==> src/rtl/riscv_pkg.sv <==
// Shared core-wide definitions.
// Machine word width used by every memory-facing block.
package riscv_pkg;
  localparam int XLEN = 32;
endpackage

==> src/rtl/mem_arbiter.sv <==
// Fetch/data arbiter onto one fixed-latency memory port.
// Data wins unless fetch has been starved STARVE_MAX cycles.
module mem_arbiter
  import riscv_pkg::*;
#(
  parameter int MEM_LAT    = 2,
  parameter int STARVE_MAX = 4
) (
  input  logic            clk_i,
  input  logic            rstn_i,
  input  logic            if_req_i,
  input  logic [XLEN-1:0] if_addr_i,
  output logic            if_gnt_o,
  output logic            if_rvalid_o,
  output logic [XLEN-1:0] if_rdata_o,
  input  logic            d_req_i,
  input  logic            d_we_i,
  input  logic [3:0]      d_be_i,
  input  logic [XLEN-1:0] d_addr_i,
  input  logic [XLEN-1:0] d_wdata_i,
  output logic            d_gnt_o,
  output logic            d_rvalid_o,
  output logic [XLEN-1:0] d_rdata_o,
  output logic            mem_req_o,
  output logic            mem_we_o,
  output logic [3:0]      mem_be_o,
  output logic [XLEN-1:0] mem_addr_o,
  output logic [XLEN-1:0] mem_wdata_o,
  input  logic [XLEN-1:0] mem_rdata_i,
  output logic            stall_if_o,
  output logic            stall_d_o
);

  localparam logic [2:0] LAT_INIT = 3'(MEM_LAT - 1);
  localparam logic [3:0] SMAX     = 4'(STARVE_MAX);

  typedef enum logic [1:0] {
    IDLE,
    BUSY_I,
    BUSY_D
  } state_e;

  state_e     state_q, state_d;
  logic [2:0] lat_cnt_q, lat_cnt_d;
  logic [3:0] starve_cnt_q, starve_cnt_d;
  logic       we_q, we_d;

  logic done;
  logic free;
  logic gnt_d;
  logic gnt_i;

  // The response cycle also counts as idle so a new access can issue.
  assign done  = (state_q != IDLE) && (lat_cnt_q == 3'd0);
  assign free  = (state_q == IDLE) || done;
  assign gnt_d = rstn_i && free && d_req_i
              && (starve_cnt_q < SMAX);
  assign gnt_i = rstn_i && free && if_req_i && !gnt_d;

  always_ff @(posedge clk_i) begin
    if (!rstn_i) begin
      state_q      <= IDLE;
      lat_cnt_q    <= 3'd0;
      starve_cnt_q <= 4'd0;
      we_q         <= 1'b0;
    end else begin
      state_q      <= state_d;
      lat_cnt_q    <= lat_cnt_d;
      starve_cnt_q <= starve_cnt_d;
      we_q         <= we_d;
    end
  end

  always_comb begin
    state_d      = state_q;
    lat_cnt_d    = lat_cnt_q;
    we_d         = we_q;
    starve_cnt_d = starve_cnt_q;
    if (state_q != IDLE && lat_cnt_q != 3'd0) begin
      lat_cnt_d = lat_cnt_q - 3'd1;
    end
    if (done) begin
      state_d = IDLE;
    end
    unique case (1'b1)
      gnt_d: begin
        state_d   = BUSY_D;
        lat_cnt_d = LAT_INIT;
        we_d      = d_we_i;
      end
      gnt_i: begin
        state_d   = BUSY_I;
        lat_cnt_d = LAT_INIT;
        we_d      = 1'b0;
      end
      default: ;
    endcase
    if (!if_req_i || gnt_i) begin
      starve_cnt_d = 4'd0;
    end else if (starve_cnt_q != 4'hF) begin
      starve_cnt_d = starve_cnt_q + 4'd1;
    end
  end

  always_comb begin
    if_gnt_o    = gnt_i;
    d_gnt_o     = gnt_d;
    mem_req_o   = 1'b0;
    mem_we_o    = 1'b0;
    mem_be_o    = 4'h0;
    mem_addr_o  = '0;
    mem_wdata_o = '0;
    unique case (1'b1)
      gnt_d: begin
        mem_req_o   = 1'b1;
        mem_we_o    = d_we_i;
        mem_be_o    = d_be_i;
        mem_addr_o  = d_addr_i;
        mem_wdata_o = d_wdata_i;
      end
      gnt_i: begin
        mem_req_o   = 1'b1;
        mem_be_o    = 4'hF;
        mem_addr_o  = if_addr_i;
      end
      default: ;
    endcase
    if_rvalid_o = rstn_i && done && (state_q == BUSY_I);
    d_rvalid_o  = rstn_i && done && (state_q == BUSY_D);
    if_rdata_o  = if_rvalid_o ? mem_rdata_i : '0;
    // Stores complete with a zero data word.
    d_rdata_o   = (d_rvalid_o && !we_q) ? mem_rdata_i : '0;
    stall_if_o  = rstn_i
               && ((if_req_i && !gnt_i)
               || (state_q == BUSY_I && !if_rvalid_o));
    stall_d_o   = rstn_i
               && ((d_req_i && !gnt_d)
               || (state_q == BUSY_D && !d_rvalid_o));
  end

endmodule

==> config.mk <==
export PLATFORM = sky130hd
export DESIGN_NAME = mem_arbiter
export DESIGN_NICKNAME = d
export VERILOG_FILES = /design/src/rtl/riscv_pkg.sv /design/src/rtl/mem_arbiter.sv
export SDC_FILE = /design/constraint.sdc
export NUM_CORES = 1
export LEC_CHECK = 0
export ABC_AREA = 1
export CELL_PAD_IN_SITES_DETAIL_PLACEMENT = 1
export CELL_PAD_IN_SITES_GLOBAL_PLACEMENT = 1
export CORE_ASPECT_RATIO = 0.9
export CORE_MARGIN = 5
export CORE_UTILIZATION = 13
export CTS_CLUSTER_SIZE = 8
export DETAILED_ROUTE_END_ITERATION = 10
export PLACE_DENSITY = 0.94
export SYNTH_ARGS = -nofsm -noshare
export SYNTH_HDL_FRONTEND = slang
export SYNTH_SLANG_ARGS = --single-unit
==> constraint.sdc <==
create_clock -name clk_i -period 4.81 [get_ports clk_i]
set_input_delay 1.443 -clock clk_i [delete_from_list [all_inputs] [get_ports clk_i]]
set_output_delay 1.443 -clock clk_i [all_outputs]
set_load 0.01 [all_outputs]
* Word-level counts from Yosys, hierarchy flattened
Cells that the tools add are included.
W data, S select, Z words.
** Word-level totals
- Logic and storage cells :: 61
- Bits of input ports :: 137
- Output and inout bits :: 140
- Register bits :: 10
** Operators by class
- Mux-type cells :: 12
- Add/subtract/negate cells :: 2
- Bitwise gates (word level) :: 1
- Reduce and logical (&&, ||, !) cells :: 37
- Eq/ne operators :: 3
- Order comparisons :: 1
** Operator list (number)
- $mux W32 :: 3
- $pmux W32 S2 :: 1
- $logic_and A1 B1 Y1 :: 17
- $pmux W4 S2 :: 1
- $logic_not A1 Y1 :: 6
- $reduce_bool A2 Y1 :: 3
- $reduce_bool A3 Y1 :: 2
- $add A4 B1 Y4 const B :: 1
- $logic_or A1 B1 Y1 :: 4
- $lt A4 B3 Y1 const B :: 1
- $mux W1 :: 4
- $ne A4 B4 Y1 const B :: 1
- $pmux W2 S2 :: 1
- $reduce_or A2 Y1 :: 2
- $logic_not A3 Y1 :: 1
- $reduce_or A3 Y1 :: 1
- $sub A3 B1 Y3 const B :: 1
- $eq A2 B1 Y1 const B :: 1
- $eq A2 B2 Y1 const B :: 1
- $logic_not A2 Y1 :: 1
- $mux W2 :: 1
- $pmux W1 S2 :: 1
- $not A1 Y1 :: 1

* Depth between registers and ports, before layout
Gate-level depths: netlist of the first run.
- Depth after elaboration :: 12
- Gate-level depth with buffers :: 10
- Depth with buffers taken out :: 8

* Worst setup path before layout of the first run
No wires, ideal clock.
- Path kind :: input -> output
- Start point :: input port rstn_i
- End point :: output port if_rdata_o[10]
- Arrival :: 2278 ps
- Stages :: 6
- Slack :: 1089 ps
- Path buffers :: 2
- Path through :: buf_6 > nand3_1 > nor2_1 > inv_2 > buf_6 > nor2_1
** On the way
- Cells in the longest elaborated chain, start to end :: 3
** Ends and longest elaborated chain
- from (decl) :: RTL line mem_arbiter.sv:10 : input logic rstn_i,
- $logic_and A1 B1 Y1 (2 in a row) :: RTL line mem_arbiter.sv:128 : if_rvalid_o = rstn_i && done && (state_q == BUSY_I);
- net if_rvalid_o :: RTL line mem_arbiter.sv:14 : output logic if_rvalid_o,
- $mux W32 :: RTL line mem_arbiter.sv:130 : if_rdata_o = if_rvalid_o ? mem_rdata_i : '0;
- to (decl) :: RTL line mem_arbiter.sv:15 : output logic [XLEN-1:0] if_rdata_o,
The timed path passes the listed nets, and every way through them passes these cells.

* Final worst setup path of the first run
- Start point :: input port d_req_i
- End point :: output port mem_addr_o[15]
** On the way
- Cells in the longest elaborated chain, start to end :: 5
** Ends and longest elaborated chain
- from (decl) :: RTL line mem_arbiter.sv:16 : input logic d_req_i,
- $logic_and A1 B1 Y1 * :: RTL line mem_arbiter.sv:56 : assign gnt_d = rstn_i && free && d_req_i
- $logic_and A1 B1 Y1 * :: RTL line mem_arbiter.sv:57 : && (starve_cnt_q < SMAX);
- $logic_not A1 Y1 :: RTL line mem_arbiter.sv:58 : assign gnt_i = rstn_i && free && if_req_i && !gnt_d;
- $logic_and A1 B1 Y1 :: RTL line mem_arbiter.sv:58
- $pmux W32 S2 * :: RTL line mem_arbiter.sv:113 : unique case (1'b1)
- to (decl) :: RTL line mem_arbiter.sv:27 : output logic [XLEN-1:0] mem_addr_o,
Mark *: on every way between the ends. The rest lies on a longest branch, timed or not.

==> metrics.md, run 1 <==
| Metric | Value |
|---|---|
| Ratio of final minimum period to clock period | between 90% and 100% |
| Final standard cell area without fillers | about 4800 um2 |
| Sinks on the clock net | 10 |
| Starting density of the core | a little over an eighth |
| Vias in the first global route | 3219 |
| Setup WS post-layout | between 0.09 and 0.1 ns |
| Share of power burned in registers | between 10% and 20% |
| Crit. Startpoint | d_req_i |
| Top cells by area, synth | nand2_1 (25%), nor2_1 (23%), inv_1 (15%) |
| Run status | complete, no violations |
| Final min period | ~4.7 ns |
| Fraction of the core area covered by cells at the end of the flow | a little over a third |
| Floorplan die width | between 100 and 150 um |
| Avg Synthesized Cell Area | just under 5 um2 |
| TritonCTS buffer count | 3 |
| Maximum count of clock buffers along a single path | 2 |
| Worst hold-check path type | register to register |
| Biggest cell delay along the critical path | roughly 0.55 ns |
| Routed length per placed instance | between 10 and 15 um |
| DPL Wire Length | around 9.7 mm |
| Combinational power share | about three fifths |
| Synthesized netlist cell count | between 300 and 400 |
| Post-Route Hold Slack | between 0.5 and 0.6 ns |
| Filler-free cell count of the finished design | between 800 and 900 |
| Maximum number of pins on one net before global-route repair | 38 |
| Antenna violations before repair | 0 |
| Post-Place Setup Slack | -0.00187 ns |
| Pwr Density | ~140 nW/um2 |
| Async set-reset flop share out of synthesis | 0% |
| Net Count, Synth | around 500 |
| Worst Tran Pin Value | approximately 0.52 ns |
| Kind of critical path | primary input to output port |
| Kind of launch point of the worst setup path | primary input |
| Area fraction of the dominant cell type after synthesis | roughly a quarter |
| Number of enable flip-flop cells after synthesis | 0 |
| Endpoint class of the critical path | output port |
| Final total power | between 0.6 and 0.7 mW |
| Total DRC errors in the routed layout | 0 |
| H-tree Lvls | 1 |
| Headroom to the max-slew limit | 65.1% |
| Fraction of final layout cells sized beyond drive strength 1 | 4.86% |
| Root cell of the clock tree | clkbuf_16 |
| Largest fanout of any net on the critical path | 37 |
| Setup repair after global routing missed its margin | no |
| Peak supply drop | about 0.086 mV |
| Top-count cell post-synth | nand2_1 |
| Switching part of the total power | between 30% and 40% |
| Dpl cells | 802 |
| Top-level I/O count | between 200 and 300 |
| Achievable clock frequency | 212 MHz |
| Synthesis-to-finish area growth | 168% |
| Buffers on Ports | 276 |
| Floorplan Core Area | around 13000 um2 |
| Total negative setup slack | 0 ns |
| Leakage power summed over all cells | ~2.3 nW |
| Sw Pwr | 0.210 mW |
| Net count reported at finish | between 700 and 800 |
| Total routing usage reported by global routing | between 10% and 20% |
| Violation count after the first detailed-route iteration | between 40 and 50 |
| Required time worst endpoint | roughly 3.4 ns |
| Count of antenna-violating nets left after detailed routing | 0 |
| Total cell area at the placement stage | 4670 um2 |
| Cells along the critical path | clkdlybuf4s50_1 > inv_1 > nor2_1 > nand3_2 > inv_2 > buf_12 > nand2_1 > nand2_1 > clkdlybuf4s50_1 |
| Die height | between 100 and 150 um |
| CP arrival | approximately 3.3 ns |
| Most frequently used flop master after synthesis | dfxtp_1 |
| Flop and latch count out of synthesis | 10 |
| Worst R2R Start | lat_cnt_q[0] |
| Post-synth cell types | 20 |
| RD Place Congestion | 0.785 |
| Total detailed-routing wirelength | roughly 11 mm |
| Sequential area share after synthesis | between 10% and 20% |
| Clock Pin Slew Worst Setup and Hold Paths | ~0.04 ns |
| Total count of hold-check failures in the final report | 0 |
| Setup violations, final | 0 |
| Via count | roughly 3200 |
| Insertion delay to the later sink of the worst-skew pair | roughly 0.24 ns |
| Final-report max-slew violation count | 0 |
| Top cell type by total area after synthesis | nand2_1 |
| Number of antenna diodes | 0 |
| Number of warning messages in the yosys log | 0 |
| Hold path startpoint | starve_cnt_q[1] |
| Clock network fraction of total power | roughly 26% |
| Leading post-synthesis cells by instance count | nand2_1 (117), nor2_1 (107), inv_1 (72), buf_6 (15), nand3_1 (11) |
| Vias per cell | between 3 and 4 |
| Critical Path Slowest Stage Cell | clkdlybuf4s50_1 |
| Number of rows in the core area | 40 |
| Cell-internal power | ~0.44 mW |
| Synthesized area | 1770 um2 |
| Max-cap check violation count | 0 |
| Total die area | roughly 16000 um2 |
| Initial DRT Pass Iterations | 4 |
| Hold buffer count at cts | 0 |
| Skew final | approximately 0.0022 ns |
| Wire length of the first global-routing pass | about 16 mm |
| Clock tree from TritonCTS | built |
| Total congestion overflow after global routing | 0 |
## sequential cells by signal, indices dropped and copies added, names as in the netlist
signal        count
state_q           2
lat_cnt_q         3
starve_cnt_q      4
we_q              1
## cell families (layout without fill, tap and decap cells)
| family | count (synthesis) | in the layout | share of synthesized area, % |
|---|---|---|---|
| simple gates | 244 | 244 | 55.4 |
| compound gates | 7 | 7 | 2.12 |
| fa+ha+maj | 3 | 3 | 2.12 |
| xor+xnor | 2 | 2 | 0.989 |
| flops | 10 | 10 | 11.3 |
| buf+inv | 100 | 372 | 28.0 |
## worst max-delay path: cells and delay by family
kind | cells | cell delay [ns]
buffers and inverters | 5 | 1.37
and+or+nand+nor | 4 | 0.44
## worst paths after layout
| check | to | slack (ns) | cells after the start |
|---|---|---|---|
| setup / recovery | mem_addr_o[15] | 0.09 | 9 |
| hold / removal | starve_cnt_q[1] | 0.50 | 2 |
| setup reg to reg | lat_cnt_q[0] | 3.25 | 9 |
| hold reg to reg | starve_cnt_q[1] | 0.50 | 2 |
## power by group through the flow
stage               Clock [mW]  Sequential [mW]  Combinational (mW)
finish                   0.168           0.0940               0.391
global route             0.176           0.0947               0.424
CTS                      0.172           0.0939               0.400
detailed placement           0           0.0952               0.397
global placement             0           0.0948               0.390
floorplan                    0           0.0940               0.150
## layout by cell type, fill, tap and decap left out
| master | synthesis | routed |
|---|---|---|
| a21oi_1 | 2 | 2 |
| buf_12 | 0 | 3 |
| buf_4 | 2 | 7 |
| clkbuf_16 | 0 | 3 |
| clkbuf_8 | 0 | 1 |
| clkdlybuf4s50_1 | 0 | 275 |
| dfxtp_1 | 10 | 10 |
| dlygate4sd2_1 | 0 | 1 |
| ha_1 | 3 | 3 |
| inv_1 | 72 | 72 |
| inv_2 | 10 | 10 |
| nand2_1 | 117 | 117 |
| nand2_2 | 1 | 1 |
| nand2_4 | 3 | 3 |
| nand3_1 | 11 | 11 |
| nand3_2 | 1 | 1 |
| nand3_4 | 1 | 1 |
| nand4_1 | 2 | 2 |
| nor2_1 | 107 | 107 |
| nor2_2 | 1 | 1 |
| o21ai_0 | 4 | 4 |
| o31ai_1 | 1 | 1 |
| xor2_1 | 2 | 2 |
## per-layer routing
metal | vias up | wire length (um) | track usage, %
li1 | 1574 | - | -
met1 | 1408 | 3830 | 12.2
met2 | 187 | 5400 | 23.8
met3 | 8 | 1440 | 5.66
met4 | 0 | 99 | 2.01
met5 | - | 0 | 0
## layout make-up
cell class                 instances  area (um2)
multi-input combinational        256        1070
tap                              168         210
inverter                          82         308
fill                            1711        8610
timing repair buffer             286        2870
clock buffer                       4        88.8
sequential                        10         200
## what timing repair did
action                     4_1_cts  5_1_grt
resized for setup                1        0
setup endpoints to repair        5        0
buffers inserted                 0        0
No activity file was read; power rests on OpenSTA's default activity.
==> inputs of run 2 (changes only) <==
--- a/config.mk
+++ b/config.mk
@@ -13,6 +13,7 @@
 export CORE_UTILIZATION = 13
 export CTS_CLUSTER_SIZE = 8
 export DETAILED_ROUTE_END_ITERATION = 10
+export GPL_TIMING_DRIVEN = 0
 export PLACE_DENSITY = 0.94
 export SYNTH_ARGS = -nofsm -noshare
 export SYNTH_HDL_FRONTEND = slang
==> run 2 against run 1 <==
Compared with the run above:
- fmax up 0.31%
- clock power is 14% lower
- clock skew fell by 0.00052 ns
- first-iteration DRC count decreased by 41%
- count of clock-buffer cells in the layout is 1 lower
- non-clock buffer count is 7 higher
- sequential power about the same
- sequential share of layout area fell by 0.092 points
- utilization is 0.80 points higher
- critical endpoint is now mem_wdata_o[23]
- largest power group unchanged
==> metrics.md, run 2 (synthesized netlist as in run 1, its figures left out) <==
| Metric | Value |
|---|---|
| Largest register by flop count | starve_cnt_q |
| Kind of critical path | primary input to output port |
| Setup violations, final | 0 (unchanged) |
| Commonest cells after routing, fill and taps aside | clkdlybuf4s50_1 (255), nand2_1 (117), nor2_1 (107) |
| Worst Tran Pin Value | 0.261 ns (-0.262 ns) |
| Top-level I/O count | 277 (unchanged) |
| Clock tree from TritonCTS | built |
| Pwr Density | 130 nW/um2 (-5.0%) |
| Required time worst endpoint | 3.37 ns (about the same) |
| Worst hold-check path type | register to register |
| Root cell of the clock tree | clkbuf_16 |
| Fraction of final layout cells sized beyond drive strength 1 | 5.90% (+1.0 points) |
| Total cell area at the placement stage | 4730 um2 (+1.4%) |
| Skew final | 0.00170 ns (-0.000515 ns) |
| Max-cap check violation count | 0 (unchanged) |
| Max FFs per register | 4 (unchanged) |
| Floorplan die width | 133 um (unchanged) |
| Starting density of the core | 13.3% (unchanged) |
| Count of antenna-violating nets left after detailed routing | 0 (unchanged) |
| Initial DRT Pass Iterations | 4 (unchanged) |
| Floorplan Core Area | 13400 um2 (unchanged) |
| Total congestion overflow after global routing | 0 (unchanged) |
| Vias in the first global route | 3241 (+0.68%) |
| Insertion delay to the later sink of the worst-skew pair | 0.23 ns (about the same) |
| Clock Pin Slew Worst Setup and Hold Paths | 0.04 ns (about the same) |
| Setup repair after global routing missed its margin | no |
| Worst reg-to-reg setup slack | 3.30 ns (+0.05 ns) |
| RD Place Congestion | 0.758 (-3.5%) |
| Total count of hold-check failures in the final report | 0 (unchanged) |
| Run status | complete, no violations |
| Sinks on the clock net | 10 (unchanged) |
| Endpoint class of the critical path | output port |
| Total detailed-routing wirelength | 11.2 mm (+3.7%) |
| Net count reported at finish | 786 (+0.90%) |
| Buffers on Ports | 275 (-0.36%) |
| Sw Pwr | 0.206 mW (-1.9%) |
| Registers with the highest flip-flop counts | starve_cnt_q (4), lat_cnt_q (3), state_q (2) |
| Switching part of the total power | 32.5% (+0.32 points) |
| TritonCTS buffer count | 3 (unchanged) |
| Leakage power summed over all cells | 2.62 nW (+15%) |
| Total DRC errors in the routed layout | 0 (unchanged) |
| Hold buffer count at cts | 0 (unchanged) |
| Synthesis-to-finish area growth | 174% |
| Antenna violations before repair | 0 (unchanged) |
| Filler instances | 1686 (-1.5%) |
| Most common library cell in the layout ignoring fill and taps | clkdlybuf4s50_1 |
| Total routing usage reported by global routing | 12.6% (+0.23 points) |
| DPL Wire Length | 10.4 mm (+7.2%) |
| Wire length of the first global-routing pass | 16.2 mm (+0.51%) |
| CTS resizes | 0 (-1) |
| Die height | 121 um (unchanged) |
| Cell-internal power | 0.428 mW (-3.3%) |
| Routed length per placed instance | 13.7 um (+2.9%) |
| H-tree Lvls | 1 (unchanged) |
| Final standard cell area without fillers | 4860 um2 (+2.2%) |
| Headroom to the max-slew limit | 82.5% (+17 points) |
| Combinational power share | 62.3% (+2.4 points) |
| Critical Path Slowest Stage Cell | clkdlybuf4s50_1 |
| Achievable clock frequency | 213 MHz (+0.31%) |
| Clock network fraction of total power | 22.9% (-2.8 points) |
| Kind of launch point of the worst setup path | primary input |
| CP arrival | 3.26 ns (-0.02 ns) |
| Vias per cell | 3.90 (-1.2%) |
| Number of antenna diodes | 0 (unchanged) |
| Violation count after the first detailed-route iteration | 29 (-41%) |
| Final-report max-slew violation count | 0 (unchanged) |
| Ratio of final minimum period to clock period | 97.8% (-0.30 points) |
| Total setup buffers inserted after CTS | 0 (unchanged) |
| Largest fanout of any net on the critical path | 10 (-73%) |
| Total negative setup slack | 0 ns (unchanged) |
| Peak supply drop | 0.110 mV (+28%) |
| Number of rows in the core area | 40 (unchanged) |
| Total die area | 16100 um2 (unchanged) |
| Cells along the critical path | clkdlybuf4s50_1 > inv_1 > nor2_1 > nand3_2 > buf_4 > buf_6 > nor2_1 > clkdlybuf4s50_1 |
| Final min period | 4.70 ns (-0.0146 ns) |
| Share of power burned in registers | 14.9% (+0.5 points) |
| Maximum count of clock buffers along a single path | 2 (unchanged) |
| Maximum number of pins on one net before global-route repair | 11 (-71%) |
| Biggest cell delay along the critical path | 0.56 ns (about the same) |
| Via count | 3163 (-0.44%) |
-- run 2: cell types whose count changed in the layout (fill, tap and decap cells not counted) --
| cell | change |
|---|---|
| dlygate4sd2_1 | -1 |
| buf_4 | -5 |
| clkbuf_4 | +1 |
| clkbuf_8 | -1 |
| clkdlybuf4s50_1 | -20 |
| dlymetal6s2s_1 | +20 |
| buf_12 | -3 |
| buf_6 | +15 |
-- run 2: worst max-delay path, delay by kind of cell --
| family | cells | cell delay, ns |
|---|---|---|
| and+or+nand+nor | 3 | 0.33 |
| buffers and inverters | 5 | 1.48 |
-- run 2: through the flow --
stage	instances	utilization (%)	worst slack, ns	hold WS (ns)	total power, mW
6_report	812	36.4	0.105	0.513	0.634
2_1_floorplan	366	-	1.09	0.447	0.244
3_5_place_dp	809	35.4	0.0256	0.499	0.502
4_1_cts	812	36.0	0.0161	0.505	0.650
3_3_place_gp	809	35.4	0.0110	0.481	0.492
5_1_grt	812	36.4	0.00398	0.535	0.678
-- run 2: final timing paths --
check,startpoint,to,depth (start not counted)
worst min-delay path,we_q,we_q,2
worst max-delay path,d_req_i,mem_wdata_o[23],8
worst max register to register,lat_cnt_q[0],state_q[1],8
worst min register to register,we_q,we_q,2
-- run 2: cell type report --
cell class	count	area, um2	area share [%]
plain buffers	18	191	3.94
clock buffers	3	75.1	1.54
inverters	82	308	6.33
multi-input cells	256	1070	22.1
flip-flops and latches	10	200	4.12
well taps	168	210	4.32
repair buffers	275	2800	57.6
-- run 2: power by group through the flow --
stage / combinational (mW) / clock (mW) / sequential [mW]
after floorplan: 0.150 / 0 / 0.0940
after global placement: 0.397 / 0 / 0.0947
after detailed placement: 0.406 / 0 / 0.0958
after CTS: 0.408 / 0.148 / 0.0944
after global routing: 0.429 / 0.154 / 0.0947
final: 0.395 / 0.145 / 0.0943
-- run 2: layer usage --
metal	vias to the layer above	share of wire, %	track usage, %
met5	-	0	0
met4	0	0.66	1.62
met3	4	14	6.16
met2	180	53	25.9
met1	1392	33	11.0
li1	1587	-	-
==> inputs of run 3 (changes only) <==
--- a/config.mk
+++ b/config.mk
@@ -10,11 +10,12 @@
 export CELL_PAD_IN_SITES_GLOBAL_PLACEMENT = 1
 export CORE_ASPECT_RATIO = 0.9
 export CORE_MARGIN = 5
-export CORE_UTILIZATION = 13
+export CORE_UTILIZATION = 12
 export CTS_CLUSTER_SIZE = 8
 export DETAILED_ROUTE_END_ITERATION = 10
 export GPL_TIMING_DRIVEN = 0
-export PLACE_DENSITY = 0.94
+export PLACE_DENSITY = 0.88
+export SLEW_MARGIN = 20
 export SYNTH_ARGS = -nofsm -noshare
 export SYNTH_HDL_FRONTEND = slang
 export SYNTH_SLANG_ARGS = --single-unit
==> constraint.sdc (replaced) <==
create_clock -name clk_i -period 4.91 [get_ports clk_i]
set_input_delay 1.473 -clock clk_i [delete_from_list [all_inputs] [get_ports clk_i]]
set_output_delay 1.473 -clock clk_i [all_outputs]
set_load 0.01 [all_outputs]
==> run 3 against run 2 <==
Compared with the run above:
- worst setup slack improved by 0.043 ns
- global-route usage fell by 0.38 points
- register-to-register slack improved by 0.14 ns
- total power fell by 1.7%
- utilization fell by 3.0 points
==> metrics.md, run 3 (synthesized netlist as in run 1, its figures left out) <==
| Metric | Value |
|---|---|
| Run status | complete, no violations |
| Maximum number of pins on one net before global-route repair | 11 (unchanged) |
| Hold Crit Depth | 2 (unchanged) |
| Worst hold-check path type | register to register |
| Die height | 125 um (+3.7%) |
| Violation count after the first detailed-route iteration | 49 (+69%) |
| Ratio of final minimum period to clock period | between 90% and 100% |
| Filler instances | 1846 (+9.5%) |
| Worst Tran Pin Value | 0.339 ns (+0.0775 ns) |
| Max FFs per register | 4 (unchanged) |
| Floorplan Core Area | 14600 um2 (+9.3%) |
| Registers with the highest flip-flop counts | starve_cnt_q (4), lat_cnt_q (3), state_q (2) |
| Biggest cell delay along the critical path | 0.54 ns (-0.02 ns) |
| Final standard cell area without fillers | 4870 um2 (+0.26%) |
| Commonest cells after routing, fill and taps aside | clkdlybuf4s50_1 (264), nand2_1 (117), nor2_1 (107) |
| Number of rows in the core area | 42 (+5.0%) |
| Leakage power summed over all cells | 2.48 nW (-5.4%) |
| Cells along the critical path | clkdlybuf4s50_1 > inv_1 > nor2_1 > nand3_2 > inv_2 > buf_6 > buf_6 > nand2_1 > nand2_1 > clkdlybuf4s50_1 |
| WHS Endpoint | we_q |
| Routed length per placed instance | 13.4 um (-2.8%) |
| Root cell of the clock tree | clkbuf_16 |
| Total count of hold-check failures in the final report | 0 (unchanged) |
| Pwr Density | 128 nW/um2 (-2.0%) |
| Maximum count of clock buffers along a single path | 2 (unchanged) |
| RD Place Congestion | 0.821 (+8.4%) |
| Final total power | 0.624 mW (-1.7%) |
| Achievable clock frequency | 210 MHz |
| Total die area | 17300 um2 (+7.7%) |
| Area taken by multi-input logic gates | 1070 um2 (unchanged) |
| Area occupied by registers | 200 um2 (unchanged) |
| H-tree Lvls | 1 (unchanged) |
| Most common library cell in the layout ignoring fill and taps | clkdlybuf4s50_1 |
| Peak supply drop | 0.0782 mV (-29%) |
| Clock Pin Slew Worst Setup and Hold Paths | 0.04 ns (about the same) |
| Setup repair after global routing missed its margin | no |
| Total congestion overflow after global routing | 0 (unchanged) |
| Insertion delay to the later sink of the worst-skew pair | 0.24 ns (about the same) |
| Required time worst endpoint | 3.44 ns (+0.07 ns) |
| Sinks on the clock net | 10 (unchanged) |
| Clock tree from TritonCTS | built |
| Worst R2R Start | lat_cnt_q[0] |
| Max-cap check violation count | 0 (unchanged) |
| Kind of launch point of the worst setup path | primary input |
| Hold path startpoint | we_q |
| Setup WS post-layout | 0.148 ns (+0.0425 ns) |
| Worst reg-to-reg setup slack | 3.44 ns (+0.14 ns) |
| Fraction of final layout cells sized beyond drive strength 1 | 5.90% (unchanged) |
| Total routing usage reported by global routing | 12.2% (-0.38 points) |
| Via count | 3157 (-0.19%) |
| Initial DRT Pass Iterations | 4 (unchanged) |
| Wire length of the first global-routing pass | 17.3 mm (+6.7%) |
| Antenna violations before repair | 0 (unchanged) |
| Vias per cell | 3.75 (-3.7%) |
| Final-report max-slew violation count | 0 (unchanged) |
| Top-level I/O count | 277 (unchanged) |
| Buffers on Ports | 275 (unchanged) |
| Fraction of the core area covered by cells at the end of the flow | 33.4% (-3.0 points) |
| Total negative setup slack | 0 ns (unchanged) |
| TritonCTS buffer count | 3 (unchanged) |
| Synthesis-to-finish area growth | 175% |
| Count of cells along the worst register-to-register path | 8 (unchanged) |
| Largest fanout of any net on the critical path | 10 (unchanged) |
| Net count reported at finish | 786 (unchanged) |
| Headroom to the max-slew limit | 77.2% (-5.3 points) |
| Number of antenna diodes | 0 (unchanged) |
| Dpl cells | 839 (+3.7%) |
| Endpoint class of the critical path | output port |
| Post-Place Setup Slack | 0.0592 ns (+0.0336 ns) |
| Vias in the first global route | 3378 (+4.2%) |
| Hold buffer count at cts | 0 (unchanged) |
| DPL Wire Length | 10.3 mm (-0.27%) |
| Post-Route Hold Slack | 0.493 ns (-0.0202 ns) |
| Starting density of the core | 12.1% (-1.1 points) |
| Filler-free cell count of the finished design | 842 (+3.7%) |
| CP arrival | 3.29 ns (+0.03 ns) |
| Total cell area at the placement stage | 4770 um2 (+0.79%) |
| Floorplan die width | 138 um (+3.8%) |
| Critical register-to-register path endpoint | state_q[1] |
| Largest register by flop count | starve_cnt_q |
| Final min period | between 4 and 5 ns |
| Skew final | 0.00148 ns (-0.000215 ns) |
| Critical Path Slowest Stage Cell | clkdlybuf4s50_1 |
| Total detailed-routing wirelength | 11.2 mm (+0.82%) |
| Kind of critical path | primary input to output port |
| Total DRC errors in the routed layout | 0 (unchanged) |
| Count of antenna-violating nets left after detailed routing | 0 (unchanged) |
| Setup violations, final | 0 (unchanged) |
## run 3: how the worst max path moves through the flow
stage	to	startpoint	cells past startpoint
after floorplan	if_rdata_o[10]	rstn_i	6
after global placement	mem_addr_o[5]	d_req_i	10
after detailed placement	mem_addr_o[5]	d_req_i	10
after CTS	mem_addr_o[5]	d_req_i	10
after global routing	mem_addr_o[2]	d_req_i	10
final	mem_addr_o[11]	d_req_i	10
## run 3: layout make-up
type / instances / area share [%]
tap: 198 / 5.08
inverter: 82 / 6.31
sequential: 10 / 4.11
buffer: 18 / 3.88
timing repair buffer: 275 / 57.0
clock buffer: 3 / 1.54
multi-input combinational: 256 / 22.0
## run 3: timing repair
item | in CTS | in global routing
setup endpoints to repair | 0 | 11
buffers inserted | 0 | 0
resized for setup | 0 | 11
## run 3: critical path: cells and delay by family
family | cells | cell delay [ns]
buf+inv | 6 | 1.47
simple gates | 4 | 0.33
## run 3: power breakdown
part	internal (mW)	switching, mW
registers	0.0876	0.00420
logic	0.228	0.161
clock network	0.106	0.0377
## run 3: routing by layer
layer	vias up	global-route usage, %	part of all wire, %
li1	1584	-	-
met1	1383	11.8	36
met2	185	24.2	52
met3	5	4.96	11
met4	0	2.27	0.72
met5	-	0	0
